### src/rtl/mem_stage_pkg.sv
// Shared definitions for the buffered memory stage: default parameters,
// FSM state encoding and the byte-to-word address helper.
package mem_stage_pkg;

  localparam int DEF_DATA_W = 32;
  localparam int DEF_ADDR_W = 16;
  localparam int DEF_DEST_W = 4;
  localparam int DEF_DEPTH  = 4;

  localparam logic [1:0] IDLE    = 2'd0;
  localparam logic [1:0] WR      = 2'd1;
  localparam logic [1:0] RD      = 2'd2;
  localparam logic [1:0] RD_DONE = 2'd3;

  // Byte address to word address; callers truncate to their own ADDR_W.
  function automatic logic [63:0] word_addr(input logic [63:0] byte_addr);
    return byte_addr >> 2;
  endfunction

endpackage

### src/rtl/mem_wbuf.sv
// Circular write buffer of {word address, data} entries for mem_stage_wbuf.
// With WBUF_FWD_EN defined it also exposes a youngest-match address lookup.
module mem_wbuf
  import mem_stage_pkg::*;
#(
  parameter int ADDR_W = DEF_ADDR_W,
  parameter int DATA_W = DEF_DATA_W,
  parameter int DEPTH  = DEF_DEPTH
) (
  input  logic                     clk,
  input  logic                     rst,
  input  logic                     push,
  input  logic [ADDR_W-1:0]        push_addr,
  input  logic [DATA_W-1:0]        push_data,
  input  logic                     pop,
  output logic [ADDR_W-1:0]        head_addr,
  output logic [DATA_W-1:0]        head_data,
  output logic                     full,
  output logic                     empty,
`ifdef WBUF_FWD_EN
  input  logic [ADDR_W-1:0]        lookup_addr,
  output logic                     hit,
  output logic [DATA_W-1:0]        hit_data,
`endif
  output logic [$clog2(DEPTH):0]   count
);

  localparam int PTR_W = $clog2(DEPTH);

  logic [ADDR_W-1:0] addr_mem [DEPTH];
  logic [DATA_W-1:0] data_mem [DEPTH];
  logic [PTR_W-1:0]  wr_ptr_reg;
  logic [PTR_W-1:0]  rd_ptr_reg;
  logic [PTR_W:0]    count_reg;

  // Storage carries no reset; validity is tracked purely by count_reg.
  always_ff @(posedge clk) begin
    if (push) begin
      addr_mem[wr_ptr_reg] <= push_addr;
      data_mem[wr_ptr_reg] <= push_data;
    end
  end

  always_ff @(posedge clk or negedge rst) begin
    if (!rst) begin
      wr_ptr_reg <= '0;
      rd_ptr_reg <= '0;
      count_reg  <= '0;
    end else begin
      if (push) wr_ptr_reg <= wr_ptr_reg + 1'b1;
      if (pop)  rd_ptr_reg <= rd_ptr_reg + 1'b1;
      case ({push, pop})
        2'b10:   count_reg <= count_reg + 1'b1;
        2'b01:   count_reg <= count_reg - 1'b1;
        default: count_reg <= count_reg;
      endcase
    end
  end

  assign full      = (count_reg == (PTR_W+1)'(DEPTH));
  assign empty     = (count_reg == '0);
  assign count     = count_reg;
  assign head_addr = addr_mem[rd_ptr_reg];
  assign head_data = data_mem[rd_ptr_reg];

`ifdef WBUF_FWD_EN
  // Slot gi is the entry gi places behind the head, so higher gi is younger.
  logic [DEPTH-1:0]  match;
  logic [DATA_W-1:0] cand [DEPTH];

  for (genvar gi = 0; gi < DEPTH; gi++) begin : g_match
    logic [PTR_W-1:0] idx;
    assign idx       = rd_ptr_reg + PTR_W'(gi);
    assign match[gi] = (count_reg > (PTR_W+1)'(gi)) && (addr_mem[idx] == lookup_addr);
    assign cand[gi]  = data_mem[idx];
  end

  always_comb begin
    hit      = 1'b0;
    hit_data = '0;
    for (int k = 0; k < DEPTH; k++) begin
      if (match[k]) begin
        hit      = 1'b1;
        hit_data = cand[k];
      end
    end
  end
`endif

endmodule

### src/rtl/mem_stage_wbuf.sv
// Memory pipeline stage with a posted write buffer and a req/ack backing port.
// Optional macro WBUF_FWD_EN adds store-to-load forwarding from the buffer.
module mem_stage_wbuf
  import mem_stage_pkg::*;
#(
  parameter int DATA_W = DEF_DATA_W,
  parameter int ADDR_W = DEF_ADDR_W,
  parameter int DEST_W = DEF_DEST_W,
  parameter int DEPTH  = DEF_DEPTH
) (
  input  logic                   clk,
  input  logic                   rst,
  input  logic                   WB_EN,
  input  logic                   MEM_R_EN,
  input  logic                   MEM_W_EN,
  input  logic [DATA_W-1:0]      ALU_Res,
  input  logic [DATA_W-1:0]      Val_Rm,
  input  logic [DEST_W-1:0]      Dest,
  input  logic [31:0]            pc,
  output logic                   WB_EN_out,
  output logic                   MEM_R_EN_out,
  output logic [DATA_W-1:0]      ALU_Res_out,
  output logic [DATA_W-1:0]      DataMemory_out,
  output logic [DEST_W-1:0]      MEM_Dest,
  output logic [31:0]            pc_out,
  output logic                   ready,
  output logic [$clog2(DEPTH):0] wbuf_count,
  output logic                   mem_req,
  output logic                   mem_we,
  output logic [ADDR_W-1:0]      mem_addr,
  output logic [DATA_W-1:0]      mem_wdata,
  input  logic                   mem_ack,
  input  logic [DATA_W-1:0]      mem_rdata
);

  logic [1:0]        state_reg;
  logic [ADDR_W-1:0] addr;
  logic              is_load;
  logic              is_store;
  logic              push;
  logic              pop;
  logic              full;
  logic              empty;
  logic              fwd_hit;
  logic [ADDR_W-1:0] head_addr;
  logic [DATA_W-1:0] head_data;
  logic [DATA_W-1:0] load_data_reg;

  assign addr     = ADDR_W'(word_addr(64'(ALU_Res)));
  // A load wins when both enables are set; the store half is dropped.
  assign is_load  = MEM_R_EN;
  assign is_store = MEM_W_EN & ~MEM_R_EN;
  assign push     = is_store & ~full;
  assign pop      = (state_reg == WR) & mem_ack;

  assign MEM_R_EN_out = MEM_R_EN;
  assign ALU_Res_out  = ALU_Res;
  assign MEM_Dest     = Dest;
  assign pc_out       = pc;
  assign WB_EN_out    = WB_EN & ready;

`ifdef WBUF_FWD_EN
  logic              lookup_hit;
  logic [DATA_W-1:0] fwd_data;

  mem_wbuf #(.ADDR_W(ADDR_W), .DATA_W(DATA_W), .DEPTH(DEPTH)) u_wbuf (
    .clk         (clk),
    .rst         (rst),
    .push        (push),
    .push_addr   (addr),
    .push_data   (Val_Rm),
    .pop         (pop),
    .head_addr   (head_addr),
    .head_data   (head_data),
    .full        (full),
    .empty       (empty),
    .lookup_addr (addr),
    .hit         (lookup_hit),
    .hit_data    (fwd_data),
    .count       (wbuf_count)
  );

  assign fwd_hit        = is_load & lookup_hit;
  assign DataMemory_out = fwd_hit ? fwd_data : load_data_reg;
`else
  mem_wbuf #(.ADDR_W(ADDR_W), .DATA_W(DATA_W), .DEPTH(DEPTH)) u_wbuf (
    .clk       (clk),
    .rst       (rst),
    .push      (push),
    .push_addr (addr),
    .push_data (Val_Rm),
    .pop       (pop),
    .head_addr (head_addr),
    .head_data (head_data),
    .full      (full),
    .empty     (empty),
    .count     (wbuf_count)
  );

  assign fwd_hit        = 1'b0;
  assign DataMemory_out = load_data_reg;
`endif

  // A load only releases the pipeline from RD_DONE or on a buffer hit.
  always_comb begin
    ready = 1'b1;
    if (is_load)
      ready = fwd_hit | (state_reg == RD_DONE);
    else if (is_store)
      ready = ~full;
  end

  always_ff @(posedge clk or negedge rst) begin
    if (!rst) begin
      state_reg     <= IDLE;
      mem_req       <= 1'b0;
      mem_we        <= 1'b0;
      mem_addr      <= '0;
      mem_wdata     <= '0;
      load_data_reg <= '0;
    end else begin
      case (state_reg)
        IDLE: begin
          // Reads wait for an empty buffer so earlier stores land first.
          if (is_load && !fwd_hit && empty) begin
            state_reg <= RD;
            mem_req   <= 1'b1;
            mem_we    <= 1'b0;
            mem_addr  <= addr;
          end else if (!empty) begin
            state_reg <= WR;
            mem_req   <= 1'b1;
            mem_we    <= 1'b1;
            mem_addr  <= head_addr;
            mem_wdata <= head_data;
          end
        end
        WR: begin
          if (mem_ack) begin
            state_reg <= IDLE;
            mem_req   <= 1'b0;
            mem_we    <= 1'b0;
          end
        end
        RD: begin
          if (mem_ack) begin
            state_reg     <= RD_DONE;
            mem_req       <= 1'b0;
            load_data_reg <= mem_rdata;
          end
        end
        default: state_reg <= IDLE;
      endcase
    end
  end

endmodule

### config.mk
export PLATFORM = sky130hd
export DESIGN_NAME = mem_stage_wbuf
export DESIGN_NICKNAME = d
export VERILOG_FILES = /design/src/rtl/mem_stage_pkg.sv /design/src/rtl/mem_wbuf.sv /design/src/rtl/mem_stage_wbuf.sv
export SDC_FILE = /design/constraint.sdc
export NUM_CORES = 1
export LEC_CHECK = 0
export CORE_MARGIN = 1.5
export CORE_UTILIZATION = 49
export DETAILED_ROUTE_END_ITERATION = 10
export MAX_ROUTING_LAYER = met4
export PLACE_DENSITY = 0.9
export SETUP_SLACK_MARGIN = 0.1
export SYNTH_ARGS = -nofsm -noshare
export SYNTH_HDL_FRONTEND = slang
export SYNTH_SLANG_ARGS = --single-unit
export TNS_END_PERCENT = 100
### constraint.sdc
create_clock -name clk -period 3.7 [get_ports clk]
set_clock_uncertainty 0.05 [all_clocks]
set_input_delay 0.37 -clock clk [delete_from_list [all_inputs] [get_ports clk]]
set_output_delay 0.37 -clock clk [all_outputs]
set_load 0.05 [all_outputs]
==> reports/summary.log <==
[floorplan] vertical extent of the die 155.7 um
[power] total power per unit cell area 925.3 mW/mm^2
[timing] min Tclk post-route 2.992 ns
[clock_tree] depth of the CTS H-tree 1
[clock_tree] number of sinks on the clock net 283
[finish] final net count 902
[synth] Post-synth EDFFs 192
[timing] hold violation total from the final report 0
[synth] number of warnings issued by yosys 0
[timing] Slew Limit Fails 0
[power] Max rail drop VDD 0.5339 mV
[detailed_routing] post-detailed-routing wire length 22.78 mm
[global_routing] initial antenna violation count 0
[detailed_routing] 1st-pass router iterations 4
[timing] setup violators final 0
[synth] most instantiated library cell after synthesis edfxtp_1
[floorplan] core region area 0.02278 sq mm
[timing] worst-case setup margin in the final layout 0.7082 ns
[finish] area occupied by multi-input gates 0.002654 sq mm
[timing] relative slew slack 0.2202
[synth] Syn Nets 764
[synth] cell type with the highest aggregate area in the netlist edfxtp_1
[synth] number of library cell types mapped by synthesis 36
[run_status] result of the run completed
[critical_path] CP Max Fanout 8
[global_routing] wire length of the first global-routing pass 34.97 mm
[floorplan] number of placed I/O pins 294
[finish] most flop-heavy register u_wbuf.data_mem
[finish] registers with the most flip-flops u_wbuf.data_mem x128, u_wbuf.addr_mem x64
[timing] final total negative setup slack 0 ns
[synth] top cells by area in the synthesized netlist edfxtp_1 50%, dfrtp_1 20%, mux4_2 9.5%
[finish] number of antenna repair diodes 0
[critical_path] endpoint kind of the worst setup timing path output port
[clock_tree] clock buffer count from CTS 29
[synth] fraction of registers with async set/reset 0.3216
[clock_tree] # resized after CTS 0
[detailed_routing] number of nets with antenna violations after detailed routing 0
[finish] flip-flop count of the largest register after layout 128
[synth] synthesized area per cell 18.55 sq um
[job] max-capacitance violation count 0
[critical_path] critical path type reg -> out
[clock_tree] Bufs on Longest Clock Path 3
[critical_path] category of the worst setup path launch point flop
[timing] final period utilization 0.8086
[clock_tree] clock transition at the registers of the reported paths 0.06 ns
[synth] list of most frequent post-synthesis cells 192 x edfxtp_1, 91 x dfrtp_1, 70 x buf_4, 48 x mux4_2, 37 x nand2_1
[synth] flip-flop and latch count after synthesis 283
[place] Place WS 0.7944 ns
[timing] achievable clock frequency 334.2 MHz
[global_routing] GRT Overall Usage 0.1934
[place] IO buf count 189
[clock_tree] worst skew pair latency 0.52 ns
[detailed_routing] number of design-rule violations left by the first detailed-router iteration 338
[detailed_routing] drc violations 0
[finish] area used by sequential logic in the layout 0.008048 sq mm
[critical_path] r2r setup slk 0.96 ns
[finish] fill cell total of the finished layout 1581
[synth] cell count after synthesis 616
[power] static leakage power 5.175 nW
[global_routing] vias in the first global route 6207
[critical_path] arrival time reported for the critical path endpoint 2.57 ns
[synth] share of the synthesized area in the top cell type 0.5046
[floorplan] Die X 155.7 um
[critical_path] required time at the endpoint of the critical path 3.28 ns
[worst_hold_path] worst min-delay path class in -> async
[clock_tree] TritonCTS clock tree done
[timing] RSZ-0062 raised after global routing no
[synth] cell area after synthesis 0.01143 sq mm
[floorplan] area of the die 0.02424 sq mm
[detailed_routing] drt via density 5.361
[floorplan] Initial Utilization 0.5016
[synth] leading register cell type out of synthesis edfxtp_1
[clock_tree] Root Buffer clkbuf_16
[place] routability-driven placement congestion ratio 0.7502
[detailed_routing] Routed WL per cell 20.92 um
[synth] sequential cell area fraction in the yosys report 0.7039
[global_routing] maximum number of pins on one net before global-route repair 51
[timing] Worst-Margin Slew 1.170 ns
[finish] fraction of layout instances using a drive strength above 1 0.2358
[floorplan] number of rows created at floorplan 55
[place] placed wire-length estimate 14.69 mm
[detailed_routing] via total after detailed routing 5838
[global_routing] global-route congestion overflow total 0
[finish] Layout area overhead 23.60%
==> worst max-delay path: stages, from the launching register on <==
cell	delay (ns)
dfrtp_1	0.55
nor3b_1	0.42
a31oi_1	0.20
and2_1	0.19
clkdlybuf4s50_1	0.69
==> repair_timing <==
item / CTS / global route
hold endpoints to repair: 42 / 0
buffers inserted: 0 / 0
hold buffers: 1 / 0
==> cells by family after synthesis <==
kind of cell | synth area share
adder cells (fa/ha/maj) | 0.01161
buffers and inverters | 0.06428
AO/OA/AOI/OAI | 0.01697
flip-flops | 0.7039
multiplexers | 0.1694
XOR/XNOR | 0.004600
AND/OR/NAND/NOR | 0.02924
==> power by group <==
part / switching [W] / internal (W) / total (W)
logic: 0.00297 / 0.00228 / 0.00525
registers: 0.000663 / 0.00416 / 0.00483
clock network: 0.00115 / 0.00184 / 0.00299
==> cell type report <==
class | instances | area share
Inverter | 11 | 0.002924
Tap cell | 313 | 0.02773
Clock buffer | 36 | 0.05537
Timing Repair Buffer | 202 | 0.1409
Multi-Input combinational cell | 227 | 0.1879
Sequential cell | 283 | 0.5699
Clock inverter | 17 | 0.01533
==> routing by layer <==
| layer | global-route usage | share of wire |
|---|---|---|
| met5 | - | 0 |
| met4 | 0.08073 | 0.040 |
| met3 | 0.02583 | 0.052 |
| met2 | 0.3204 | 0.51 |
| met1 | 0.2426 | 0.40 |
==> final timing paths <==
kind / start / cells after the start / endpoint
worst min register to register: DataMemory_out[4]$_DFFE_PN0P_ / 1 / DataMemory_out[4]$_DFFE_PN0P_
worst max register to register: u_wbuf.count[2]$_DFFE_PN0P_ / 7 / u_wbuf.count[1]$_DFFE_PN0P_
max in group asynchronous: rst / 3 / mem_wdata[0]$_DFFE_PN0P_
worst max-delay path: u_wbuf.count[2]$_DFFE_PN0P_ / 4 / WB_EN_out
min in group clk: mem_rdata[23] / 2 / DataMemory_out[23]$_DFFE_PN0P_
worst min-delay path: rst / 2 / u_wbuf.count[0]$_DFFE_PN0P_
==> through the flow <==
stage | hold WS [ns] | utilization | area (sq um) | total power, W | std cells
detailed placement | 0.3681 | 0.5757 | 13110 | 0.01016 | 1035
CTS | 0.3665 | 0.6200 | 14120 | 0.01320 | 1089
finish | 0.3652 | 0.6200 | 14120 | 0.01307 | 1089
global route | 0.3909 | 0.6200 | 14120 | 0.01363 | 1089
global placement | 0.3646 | 0.5757 | 13110 | 0.01001 | 1035
floorplan | 0.02441 | - | 11430 | 0.008729 | 616
==> cell usage in the layout, fill, tap and decap left out, drive strengths merged, types with 2 or more instances in the layout <==
master,instances
ha,9
xnor2,3
nor2,18
o21ai,2
clkinv,10
edfxtp,192
a31oi,17
buf,13
mux2,65
clkdlybuf4s50,188
mux4,48
inv,11
bufinv,5
nand2,38
dfrtp,91
clkinvlp,2
and2,6
xor2,3
a2bb2oi,3
clkbuf,36
nor3b,2
No activity file was read; power rests on OpenSTA's default activity.
